--- config.mk ---
export PLATFORM = sky130hd
export DESIGN_NAME = shift_ring_counter
export DESIGN_NICKNAME = d
export VERILOG_FILES = /design/src/rtl/shift_ring_pkg.sv /design/src/rtl/tick_prescaler.sv /design/src/rtl/shift_ring_counter.sv
export SDC_FILE = /design/constraint.sdc
export NUM_CORES = 1
export LEC_CHECK = 0
export ABC_AREA = 1
export CAP_MARGIN = 20
export CELL_PAD_IN_SITES_DETAIL_PLACEMENT = 0
export CELL_PAD_IN_SITES_GLOBAL_PLACEMENT = 1
export CORE_MARGIN = 2
export CORE_UTILIZATION = 42
export DETAILED_ROUTE_END_ITERATION = 7
export PLACE_DENSITY = 0.89
export SLEW_MARGIN = 10
export SYNTH_ARGS = -nofsm -noshare
export SYNTH_HDL_FRONTEND = slang
export SYNTH_SLANG_ARGS = --single-unit
export TNS_END_PERCENT = 20
--- constraint.sdc ---
create_clock -name exCLK -period 2.2 [get_ports exCLK]
set_clock_uncertainty 0.05 [all_clocks]
set_input_delay 0.33 -clock exCLK [delete_from_list [all_inputs] [get_ports exCLK]]
set_output_delay 0.33 -clock exCLK [all_outputs]
set_load 0.05 [all_outputs]
--- src/rtl/shift_ring_pkg.sv ---
// Shared encodings for the shift-register ring/Johnson counter.
package shift_ring_pkg;

    typedef enum logic [1:0] {
        MODE_HOLD       = 2'b00,
        MODE_RING_SC    = 2'b01,
        MODE_JOHNSON    = 2'b10,
        MODE_JOHNSON_SC = 2'b11
    } mode_e;

    typedef enum logic {
        DIR_TO_MSB = 1'b0,
        DIR_TO_LSB = 1'b1
    } dir_e;

endpackage

--- src/rtl/tick_prescaler.sv ---
// Free-running divider; tick is high for one exCLK cycle out of every DIV.
module tick_prescaler #(
    parameter int DIV = 27000000
) (
    input  logic exCLK,
    input  logic RST,
    output logic tick
);
    localparam int CW = (DIV > 1) ? $clog2(DIV) : 1;
    localparam logic [CW-1:0] LAST = CW'(DIV - 1);

    logic [CW-1:0] cnt;

    always_ff @(posedge exCLK or posedge RST) begin
        if (RST)
            cnt <= '0;
        else if (cnt == LAST)
            cnt <= '0;
        else
            cnt <= cnt + 1'b1;
    end

    // With DIV=1 cnt never leaves 0, so tick stays high.
    assign tick = (cnt == LAST);

endmodule

--- src/rtl/shift_ring_counter.sv ---
// WIDTH-bit ring / Johnson shift counter with prescaled stepping, parallel
// load, self-correction, wrap pulse and illegal-state decode.
module shift_ring_counter
    import shift_ring_pkg::*;
#(
    parameter int WIDTH = 4,
    parameter int DIV   = 27000000
) (
    input  logic             exCLK,
    input  logic             RST,
    input  logic             CLKen,
    input  logic [1:0]       mode,
    input  logic             dir,
    input  logic             load,
    input  logic [WIDTH-1:0] load_val,
    output logic [WIDTH-1:0] Q,
    output logic             tick,
    output logic             wrap,
    output logic             illegal
);
    mode_e            m;
    logic             step;
    logic             exit_bit;
    logic [WIDTH-2:0] kept;
    logic             sin;
    logic [WIDTH-1:0] shifted;
    logic [WIDTH-1:0] q_next;
    logic [WIDTH-1:0] start;
    int               trans;

    assign m = mode_e'(mode);

    tick_prescaler #(.DIV(DIV)) u_prescaler (
        .exCLK (exCLK),
        .RST   (RST),
        .tick  (tick)
    );

    assign step = tick & CLKen & (m != MODE_HOLD) & ~load;

    always_comb begin
        trans = 0;
        for (int i = 0; i < WIDTH - 1; i++)
            if (Q[i] != Q[i+1]) trans = trans + 1;
        case (m)
            MODE_RING_SC:                 illegal = ($countones(Q) != 1);
            MODE_JOHNSON, MODE_JOHNSON_SC: illegal = (trans > 1);
            default:                      illegal = 1'b0;
        endcase
    end

    always_comb begin
        exit_bit = (dir == DIR_TO_LSB) ? Q[0] : Q[WIDTH-1];
        kept     = (dir == DIR_TO_LSB) ? Q[WIDTH-1:1] : Q[WIDTH-2:0];
        sin      = 1'b0;
        start    = '0;
        case (m)
            MODE_RING_SC: begin
                // Inject a 1 only when the surviving bits are empty: extra
                // ones shift out and never get replaced.
                sin   = ~|kept;
                start = (dir == DIR_TO_LSB) ? {1'b1, {(WIDTH-1){1'b0}}}
                                            : {{(WIDTH-1){1'b0}}, 1'b1};
            end
            MODE_JOHNSON, MODE_JOHNSON_SC: sin = ~exit_bit;
            default: ;
        endcase
        shifted = (dir == DIR_TO_LSB) ? {sin, kept} : {kept, sin};
        q_next  = (m == MODE_JOHNSON_SC && illegal) ? '0 : shifted;
    end

    always_ff @(posedge exCLK or posedge RST) begin
        if (RST) begin
            Q    <= '0;
            wrap <= 1'b0;
        end else if (load) begin
            Q    <= load_val;
            wrap <= 1'b0;
        end else if (step) begin
            Q    <= q_next;
            wrap <= (q_next == start);
        end else begin
            wrap <= 1'b0;
        end
    end

endmodule

==> impl_results.md <==
* Result of the run: complete, but fails checks
* Violations in the final reports: setup timing
* Critical path's largest stage delay at around 530 ps
* Post-synthesis net count at about 290
* Clock tree root buffer cell: clkbuf_8
* Peak supply drop at ~0.30 mV
* Effective utilization at floorplan at 0.429
* Worst slack at placement at -38.3 ps
* Number of setup buffers added after CTS at 0
* Global Route met3 Usage at 0.0428
* Setup-violating endpoint count in the final report at 1
* Number of H-tree levels at 2
* Slew at the pin with the worst max-slew slack at ~630 ps
* Vias in the first global route at 1765
* Routability-driven placement congestion ratio at 0.855
* Row Count at 25
* Worst skew pair latency at approximately 290 ps
* Detailed Routing Iterations Pass 1 at 4
* Sequential fraction of the synthesis area at 0.375
* Grt met2 use at 0.295
* Largest driver fanout on the critical path at 2
* Floorplan core area at roughly 4700 µm²
* Height of the die at between 70 and 80 µm
* CP top delay family: adder cells
* DRT Wirelength at between 4000 and 5000 µm
* Area grow syn2layout at 23.8%
* Number of clock sinks at 30
* Reg2reg start: Q[1]
* CP required at between 1500 and 2000 ps
* Width of the die at 73.0 µm
* Inserted Clock Buffers at 5
* Clock tree from TritonCTS: built
* Beginning of the critical path: Q[0]
* Top post-synthesis cells by area: dfrtp_1 38%, nand2_1 13%, inv_1 8.1%, nor2_1 6.9%, nand3_1 5.0%
* Distinct cell type count after synthesis at 31
* Total Nets Final at 322
* Synthesized cell area at 2000 µm²
* 1st-iter DRT viols at about 110
* Most frequent standard cell in the layout excluding fill and tap cells: nand2_1
* Setup TNS at -259 ps
* DRC violations left at 0
* Global-route wire length before repair at roughly 8200 µm
* Final Hold Violating Endpoints at 0
* Post-route minimum period at ~2500 ps
* Top-area cell type share of the netlist area at 0.375
* Synthesized instance count at approximately 280
* Maximum frequency from static timing analysis at between 400 and 500 MHz
* Count of pins on the block boundary at 18
* Drt wl/cell at about 13 µm
* Max-slew violation count at 0
* Cell type of the slowest stage on the worst timing path: fa_1
* Quantity of I/O buffers inserted on ports at 17
* Critical path endpoint category: primary output
* Number of nets with antenna violations after detailed routing at 0
* Detailed-route via count at 1833
* Slew margin rel. at 0.579
* Critical setup path kind: reg -> out
* Area leader, netlist: dfrtp_1
* Share of final-layout standard cells stronger than drive strength 1 at 0.153
* Antenna Diode Count at 0
* Leakage component of the power at about 0.0012 µW
* Unrepaired setup endpoints after global routing: true
* Yosys warning count at 0
* Global-route usage over all layers at 0.198
* Clock transition at the registers of the reported paths at approximately 70 ps
* Critical path launch point type: flop
* Gr busiest metal: met2
* Reg-to-reg slack, setup at 390 ps
* Clk buf depth at 2
* Final cycle utilization of the critical path at 1.12
* Crit path buf inv count at 3
* Number of flip-flops and latches in the synthesized netlist at 30
* Post-detailed-route via-to-cell ratio at between 5 and 6
* Type of the worst min-delay path: in -> async
* GRT overflow at 0
* Largest net degree at the start of global routing at 18
* End of the worst register-to-register path: Q[3]
* Number of antenna violations at the first check in global routing at 0
* Global Route met1 Usage at 0.285
* DIE AREA at between 5000 and 6000 µm²
* PD cells at 551 nW/µm²
* Detailed-placement wirelength estimate at 3650 µm
* Leading cell types in the layout, fill and taps excluded: 68 x nand2_1, 40 x inv_1, 37 x nor2_1
* Syn Area/Cell at approximately 7.3 µm²
* PnR worst setup slack at -259 ps
* Worst-case reg-to-reg path depth at 9
* Number of maximum-capacitance violations at 0
* Critical path, cell by cell: inv_2, fa_1, inv_1, ha_2, ha_4, nor3b_4, o21ai_4, buf_12
* Number of hold-repair buffers added at the cts stage at 0
* Arrival time worst endpoint at approximately 2100 ps
power breakdown:
group | total [µW] | leakage, µW | internal (µW) | switching (µW)
registers | 565 | 0.000394 | 559 | 6.06
logic | 246 | 0.000734 | 109 | 136
clock network | 554 | 0.0000524 | 339 | 216
total | 1360 | 0.00118 | 1010 | 358
worst max path at each step:
| stage | endpoint | slack (ps) | depth (start not counted) |
|---|---|---|---|
| after detailed placement | illegal | -40 | 8 |
| after CTS | illegal | -300 | 8 |
| final | illegal | -260 | 8 |
| after floorplan | illegal | -210 | 7 |
| after global routing | illegal | -350 | 8 |
| after global placement | illegal | -9 | 8 |
worst register-to-register path: stages, from the launching register on:
cell	delay, ps
dfrtp_2	410
buf_4	160
ha_1	290
nand2_1	60
nand3_1	80
nand4_1	260
nand3_1	200
inv_1	50
nand2_1	60
nand3_1	80
metrics by stage:
stage	instances	util	hold WS (ps)	power (µW)	instance area (µm²)
floorplan	275	-	371	719	2040
global placement	353	0.507	439	809	2360
detailed placement	353	0.507	457	813	2360
CTS	361	0.531	398	1380	2480
global route	361	0.532	432	1430	2480
finish	361	0.532	369	1360	2480
timing repair:
action                                  CTS  global route
endpoints found under the setup margin    2             2
pin swaps                                 5             1
gates resized for setup                   2             2
cells by family after synthesis:
kind of cell / after synthesis / synth area share
flip-flops: 30 / 0.375
adder cells (fa/ha/maj): 5 / 0.0350
AND/OR/NAND/NOR: 163 / 0.397
AO/OA/AOI/OAI: 17 / 0.0475
XOR/XNOR: 13 / 0.0569
buffers and inverters: 47 / 0.0888
synth_stat cells:
cell / n
nand2_1: 68
inv_1: 43
nor2_1: 37
dfrtp_1: 30
nand3_1: 20
xor2_1: 10
nand4_1: 8
a21oi_1: 7
nor3_1: 7
o21ai_0: 6
nor2_4: 5
ha_1: 4
nand3_2: 4
inv_2: 3
nor3_2: 3
nor4_1: 3
xnor2_1: 3
a221oi_1: 1
and3_1: 1
buf_2: 1
fa_1: 1
nand3b_1: 1
nand4_2: 1
nor2_2: 1
nor3_4: 1
nor3b_1: 1
o211ai_1: 1
o21a_1: 1
o22ai_1: 1
or2_2: 1
or3_1: 1
state kept, by name (all words and copies together) (netlist names):
signal           count
Q                    4
wrap                 1
u_prescaler.cnt     25
metal layers:
metal	vias up	part of all wire
met5	-	0
met4	0	0.014
met3	8	0.030
met2	26	0.43
met1	863	0.52
li1	936	-
final cells by class:
type	instances	area (µm²)
Timing Repair Buffer	25	263
Inverter	46	173
Sequential cell	30	756
Tap cell	54	67.6
Fill cell	447	2180
Clock buffer	7	76.3
Clock inverter	1	30.0
Multi-Input combinational cell	198	1110
No activity file was read; power rests on OpenSTA's default activity.
==> patch 1: new RTL, config.mk and constraints unchanged <==
Add an input register stage for `mode`, `dir`, `load` and `load_val`; this delays them by one clock.
--- a/src/rtl/shift_ring_counter.sv
+++ b/src/rtl/shift_ring_counter.sv
@@ -18,6 +18,19 @@
     output logic             wrap,
     output logic             illegal
 );
+
+    logic [1:0] mode_q;
+    logic dir_q;
+    logic load_q;
+    logic [WIDTH-1:0] load_val_q;
+
+    always_ff @(posedge exCLK) begin
+        mode_q     <= mode;
+        dir_q      <= dir;
+        load_q     <= load;
+        load_val_q <= load_val;
+    end
+
     mode_e            m;
     logic             step;
     logic             exit_bit;
@@ -28,7 +41,7 @@
     logic [WIDTH-1:0] start;
     int               trans;
 
-    assign m = mode_e'(mode);
+    assign m = mode_e'(mode_q);
 
     tick_prescaler #(.DIV(DIV)) u_prescaler (
         .exCLK (exCLK),
@@ -36,7 +49,7 @@
         .tick  (tick)
     );
 
-    assign step = tick & CLKen & (m != MODE_HOLD) & ~load;
+    assign step = tick & CLKen & (m != MODE_HOLD) & ~load_q;
 
     always_comb begin
         trans = 0;
@@ -50,8 +63,8 @@
     end
 
     always_comb begin
-        exit_bit = (dir == DIR_TO_LSB) ? Q[0] : Q[WIDTH-1];
-        kept     = (dir == DIR_TO_LSB) ? Q[WIDTH-1:1] : Q[WIDTH-2:0];
+        exit_bit = (dir_q == DIR_TO_LSB) ? Q[0] : Q[WIDTH-1];
+        kept     = (dir_q == DIR_TO_LSB) ? Q[WIDTH-1:1] : Q[WIDTH-2:0];
         sin      = 1'b0;
         start    = '0;
         case (m)
@@ -59,13 +72,13 @@
                 // Inject a 1 only when the surviving bits are empty: extra
                 // ones shift out and never get replaced.
                 sin   = ~|kept;
-                start = (dir == DIR_TO_LSB) ? {1'b1, {(WIDTH-1){1'b0}}}
+                start = (dir_q == DIR_TO_LSB) ? {1'b1, {(WIDTH-1){1'b0}}}
                                             : {{(WIDTH-1){1'b0}}, 1'b1};
             end
             MODE_JOHNSON, MODE_JOHNSON_SC: sin = ~exit_bit;
             default: ;
         endcase
-        shifted = (dir == DIR_TO_LSB) ? {sin, kept} : {kept, sin};
+        shifted = (dir_q == DIR_TO_LSB) ? {sin, kept} : {kept, sin};
         q_next  = (m == MODE_JOHNSON_SC && illegal) ? '0 : shifted;
     end
 
@@ -73,8 +86,8 @@
         if (RST) begin
             Q    <= '0;
             wrap <= 1'b0;
-        end else if (load) begin
-            Q    <= load_val;
+        end else if (load_q) begin
+            Q    <= load_val_q;
             wrap <= 1'b0;
         end else if (step) begin
             Q    <= q_next;
Formal check against the unedited RTL: not equivalent (a bounded check fails within 4 cycles, from zero or initial values and one cycle with RST high).
==> patch 1 against the original RTL <==
The run still ends with setup timing left. Power rose by 23%. Fmax fell by 0.42%. Final cell count increased by 6.6%. Routed wire length rose by 5.4%. Synthesized area up 8.0%. Sequential cell count is 8 higher. Design area grew 8.0%. Worst setup slack worse by 10 ps. Worst hold slack worse by 12 ps. Largest power group unchanged. Highest routed layer unchanged.
==> patch 1: results (changes against the original RTL) <==
Status: finished, violations left
Violated checks: setup timing
Hold Crit Class: input pin to asynchronous set/reset pin
N_diodes: 0 (unchanged)
Initial DRC count: 84 (-20%)
Critical path data arrival time: 2090 ps
Library cells used by synthesis: 32 (+3.2%)
Final WS setup: -269.7 ps (-10.48 ps)
Commonest cells post-synth: nand2_1, inv_1, nor2_1
Gpl congestion: 0.8372 (-2.1%)
Crit Path Max Fanout: 2 (unchanged)
R2r setup slk: 350 ps (-40 ps)
Reg clk slew, reported paths: 80 ps
CTS Buf Count: 5 (unchanged)
DRT Pass-1 Iters: 4 (unchanged)
Layout Nets: 330 (+2.5%)
Synth area leader: dfrtp_1
Predominant post-synthesis flop cell: dfrtp_1
Pint: 1.275 mW (+27%)
Share of cells above drive strength 1: 0.1556 (+0.002461)
Biggest regs: u_prescaler.cnt (25), Q (4), load_val_q (4)
Synth warnings: 0 (unchanged)
Post-detailed-route count of antenna-violating nets: 0 (unchanged)
Initial antenna violation count: 0 (unchanged)
Via/cell ratio: 4.761 (-6.2%)
Max H-tree Level: 2 (unchanged)
GR Util met3: 0.03704 (-0.005781)
Via count: 1833 (unchanged)
Crit path kind: flop to primary output
Vias in the first global route: 1747 (-1.0%)
Post-synthesis sequential area ratio: 0.4215 (+0.04631)
Setup violations, final: 1 (unchanged)
Post-DP HPWL: 3663 um (+0.45%)
Setup crit end: illegal
EDFF count, synth: 0 (unchanged)
Placed instance count: 376 (+6.5%)
Crit Reg-Reg Startpoint: Q[1]$_DFFE_PP0P_
Setup_tns: -269.7 ps (-10.48 ps)
Total GRT Usage: 0.1853 (-0.01306)
First-pass GRT wire length: 7845 um (-4.5%)
Syn nets: 299 (+2.7%)
R2R depth: 9 (unchanged)
Largest net degree at the start of global routing: 31 (+13)
Leakage: 1.261 nW (+6.8%)
Top post-synthesis cells by area: dfrtp_1, nand2_1, inv_1
DR WL/cell: 12.45 um (-1.2%)
Clock latency at the later pin of the worst-skew pair: 300 ps
Worst vdd ir: 0.0005791 V (+96%)
Root Buffer: clkbuf_8
Port bufs: 17 (unchanged)
Grt met1 use: 0.2362 (-0.04899)
Worst-margin pin slew: 500.0 ps (-130.7 ps)
Asr flop ratio synth: 0.7895 (-0.2105)
FF-to-FF End: Q[3]$_DFFE_PP0P_
Met2 Track Usage GR: 0.3092 (+0.01388)
Post-Synthesis Cells: 283 (+2.9%)
Clock Path Buffers: 2 (unchanged)
patch 1: area by class of cell:
class	count	area, um2
multi-input combinational	198	1112
clock inverter	3	68.82
tap	70	87.58
sequential	38	914.6
fill	500	2367
clock buffer	5	68.82
timing repair buffer	25	250.2
inverter	46	172.7
patch 1: per-stage QoR:
| stage | area [um2] | worst slack, ps | power (mW) |
|---|---|---|---|
| final | 2675 | -269.7 | 1.678 |
| after floorplan | 2196 | -205.4 | 0.8802 |
| after global placement | 2521 | 5.932 | 0.9636 |
| after CTS | 2675 | -300.3 | 1.696 |
| after global routing | 2675 | -341.2 | 1.753 |
| after detailed placement | 2521 | -9.080 | 0.9663 |
patch 1: critical path, stage by stage, from the launching register on:
cell and delay [ps]:
dfrtp_2 370, inv_2 40, fa_1 520, inv_1 40, ha_2 170, ha_4 220
nor3b_4 200, o21ai_4 70, buf_12 150
patch 1: power groups by stage:
stage | Sequential [mW] | Combinational [mW] | Clock [mW]
final | 0.724 | 0.243 | 0.711
after global routing | 0.726 | 0.265 | 0.762
after CTS | 0.724 | 0.243 | 0.730
after detailed placement | 0.738 | 0.228 | 0
after global placement | 0.738 | 0.226 | 0
after floorplan | 0.761 | 0.119 | 0
patch 1: cell families after synthesis:
logic type	after synthesis	synth area share
adders and majority gates	5	0.03243
and+or+nand+nor	163	0.3671
DFF	38	0.4215
xor gates and xnor gates	13	0.05269
AOI/OAI and AO/OA	17	0.04401
buffers and inverters	47	0.08222
patch 1: how the worst min path moves through the flow:
stage                               start  slack, ps                           end
finish                                RST        360  u_prescaler.cnt[2]$_DFF_PP0_
global route                  load_val[2]        410         load_val_q[2]$_DFF_P_
floorplan                             dir        310                 dir_q$_DFF_P_
detailed placement  load_val_q[2]$_DFF_P_        400              Q[2]$_DFFE_PP0P_
global placement    load_val_q[0]$_DFF_P_        400              Q[0]$_DFFE_PP0P_
CTS                                   RST        360  u_prescaler.cnt[2]$_DFF_PP0_
patch 1: timing repair:
item,4_1_cts,5_1_grt
endpoints found under the setup margin,2,2
pin swaps,4,1
setup buffers,1,0
gates resized for setup,3,1
endpoints found under the hold margin,0,0
patch 1: metal layers:
layer  routed length (um)  vias to the layer above
li1                     -                      960
met1                 2124                      840
met2                 2434                       24
met3                  154                        9
met4                   79                        0
met5                    0                        -
==> patch 2: new RTL, same flow settings <==
Without the edit above. `DIV` is set to 27000000 in 2 places; all go to 54000000.
--- a/src/rtl/tick_prescaler.sv
+++ b/src/rtl/tick_prescaler.sv
@@ -1,6 +1,6 @@
 // Free-running divider; tick is high for one exCLK cycle out of every DIV.
 module tick_prescaler #(
-    parameter int DIV = 27000000
+    parameter int DIV = 54000000
 ) (
     input  logic exCLK,
     input  logic RST,
--- a/src/rtl/shift_ring_counter.sv
+++ b/src/rtl/shift_ring_counter.sv
@@ -4,7 +4,7 @@
     import shift_ring_pkg::*;
 #(
     parameter int WIDTH = 4,
-    parameter int DIV   = 27000000
+    parameter int DIV   = 54000000
 ) (
     input  logic             exCLK,
     input  logic             RST,
Behaviour: same outputs for any inputs over 10 cycles, from zero or initial values and one cycle with RST high; that may be too few to reach the edited logic, so the function may still have changed.
==> patch 2 against the original RTL <==
The run still ends with setup timing left. Sequential share of layout area is 0.18 points higher. Worst setup slack got worse by 16 ps. Routed wire length increased by 1.8%. Worst hold slack better by 4.0 ps. Sequential cell count is 1 higher. Fmax decreased by 0.64%. Non-clock buffer count is 3 higher. Design area increased by 2.5%. Critical path type unchanged. Power is 5.3% lower. Synthesized area is 2.6% higher.
==> patch 2: results (changes against the original RTL) <==
R2R depth: 9 (unchanged)
Asr flop ratio synth: 1.000 (unchanged)
N_diodes: 0 (unchanged)
Critical Path Start: Q[0]$_DFFE_PP0P_
Port bufs: 17 (unchanged)
Setup crit end: illegal
Critical path data arrival time: 2100 ps (+20 ps)
Status: finished, violations left
Total GRT Usage: 0.1921 (-0.006237)
Biggest regs: u_prescaler.cnt (26), Q (4), wrap (1)
Final WS setup: -275.1 ps (-15.92 ps)
Hold Crit Class: input pin to asynchronous set/reset pin
Root Buffer: clkbuf_8
Leakage: 1.215 nW (+2.9%)
Clock latency at the later pin of the worst-skew pair: 290 ps (about the same)
Largest net degree at the start of global routing: 32 (+14)
Clock Path Buffers: 2 (unchanged)
Slew headroom: 0.6623 (+0.08326)
Initial antenna violation count: 0 (unchanged)
Fillers: 444 (-0.67%)
Post-synthesis sequential area ratio: 0.3778 (+0.002584)
Vias in the first global route: 1689 (-4.3%)
Share of cells above drive strength 1: 0.1742 (+0.02110)
First-pass GRT wire length: 7824 um (-4.8%)
Layout Nets: 325 (+0.93%)
Pint: 0.9395 mW (-6.7%)
Post-DP HPWL: 3595 um (-1.4%)
Via/cell ratio: 4.836 (-4.8%)
Reg clk slew, reported paths: 70 ps (about the same)
Worst vdd ir: 0.0003466 V (+17%)
Crit Reg-Reg Startpoint: Q[1]$_DFFE_PP0P_
Max H-tree Level: 2 (unchanged)
Setup violations, final: 1 (unchanged)
Predominant post-synthesis flop cell: dfrtp_1
Crit-path slowest cell: fa_1
DR WL/cell: 12.27 um (-2.6%)
Post-place setup slack: -44.45 ps (-6.127 ps)
Commonest cells post-synth: nand2_1, inv_1, nor2_1
Gpl congestion: 0.8304 (-2.9%)
Top post-synthesis cells by area: dfrtp_1, nand2_1, inv_1
Die width: 73.92 um (+1.2%)
Violated checks: setup timing
Initial DRC count: 98 (-6.7%)
Library cells used by synthesis: 32 (+3.2%)
Crit Path Max Fanout: 2 (unchanged)
R2r setup slk: 380 ps
Syn nets: 291 (unchanged)
==> patch 2: cell type report <==
type / count / share of cell area
sequential: 31 / 0.3069
inverter: 45 / 0.06650
clock buffer: 7 / 0.03399
timing repair buffer: 28 / 0.1074
tap: 67 / 0.03300
multi-input combinational: 198 / 0.4502
clock inverter: 1 / 0.001970
==> patch 2: critical path, delay by kind of cell, from the launching register on <==
kind            cells  cell delay, ps
fa+ha+maj           3             910
flops               1             360
compound gates      1              80
simple gates        1             210
buf+inv             3             240
==> patch 2: metal layers <==
| layer | global-route usage | share of wire | vias to the layer above |
|---|---|---|---|
| li1 | - | - | 950 |
| met1 | 0.2694 | 0.50 | 845 |
| met2 | 0.2817 | 0.45 | 24 |
| met3 | 0.05487 | 0.034 | 4 |
| met4 | 0.07071 | 0.014 | 0 |
| met5 | 0 | 0 | - |
==> patch 2: logic make-up (layout without fill, tap and decap cells) <==
| family | after synthesis | after routing | share of synthesized area |
|---|---|---|---|
| buf+inv | 46 | 81 | 0.08470 |
| compound gates | 19 | 19 | 0.05423 |
| fa+ha+maj | 5 | 5 | 0.03413 |
| xor+xnor | 14 | 14 | 0.05972 |
| simple gates | 160 | 160 | 0.3894 |
| flops | 31 | 31 | 0.3778 |
==> patch 2: through the flow <==
step                      hold WS (ps)  std cells  setup TNS, ps  area (um2)
after global routing             425.1        377         -399.7        2540
after CTS                        388.0        377         -304.3        2537
after floorplan                  383.3        275         -196.9        2088
after global placement           466.1        367         -22.55        2425
final                            373.1        377         -275.1        2540
after detailed placement         456.1        367         -44.45        2425
==> patch 2: worst min path at each step <==
| stage | from | endpoint | slack, ps |
|---|---|---|---|
| detailed placement | u_prescaler.cnt[10]$_DFF_PP0_ | u_prescaler.cnt[10]$_DFF_PP0_ | 460 |
| finish | RST | u_prescaler.cnt[5]$_DFF_PP0_ | 370 |
| global placement | u_prescaler.cnt[0]$_DFF_PP0_ | u_prescaler.cnt[0]$_DFF_PP0_ | 470 |
| floorplan | RST | Q[2]$_DFFE_PP0P_ | 380 |
| global route | RST | u_prescaler.cnt[4]$_DFF_PP0_ | 430 |
| CTS | RST | wrap$_DFF_PP0_ | 390 |
==> patch 2: what timing repair did <==
action	CTS	global route
resized for setup	1	1
setup buffers	2	0
endpoints found under the setup margin	1	2
pin swaps	4	1
cloned	0	0
==> patch 2: power by group through the flow <==
stage	Clock, mW	Sequential, mW	Combinational, mW
6_report	0.462	0.583	0.248
5_1_grt	0.502	0.584	0.274
4_1_cts	0.475	0.583	0.250
3_5_place_dp	0	0.594	0.233
3_3_place_gp	0	0.594	0.231
2_1_floorplan	0	0.619	0.117
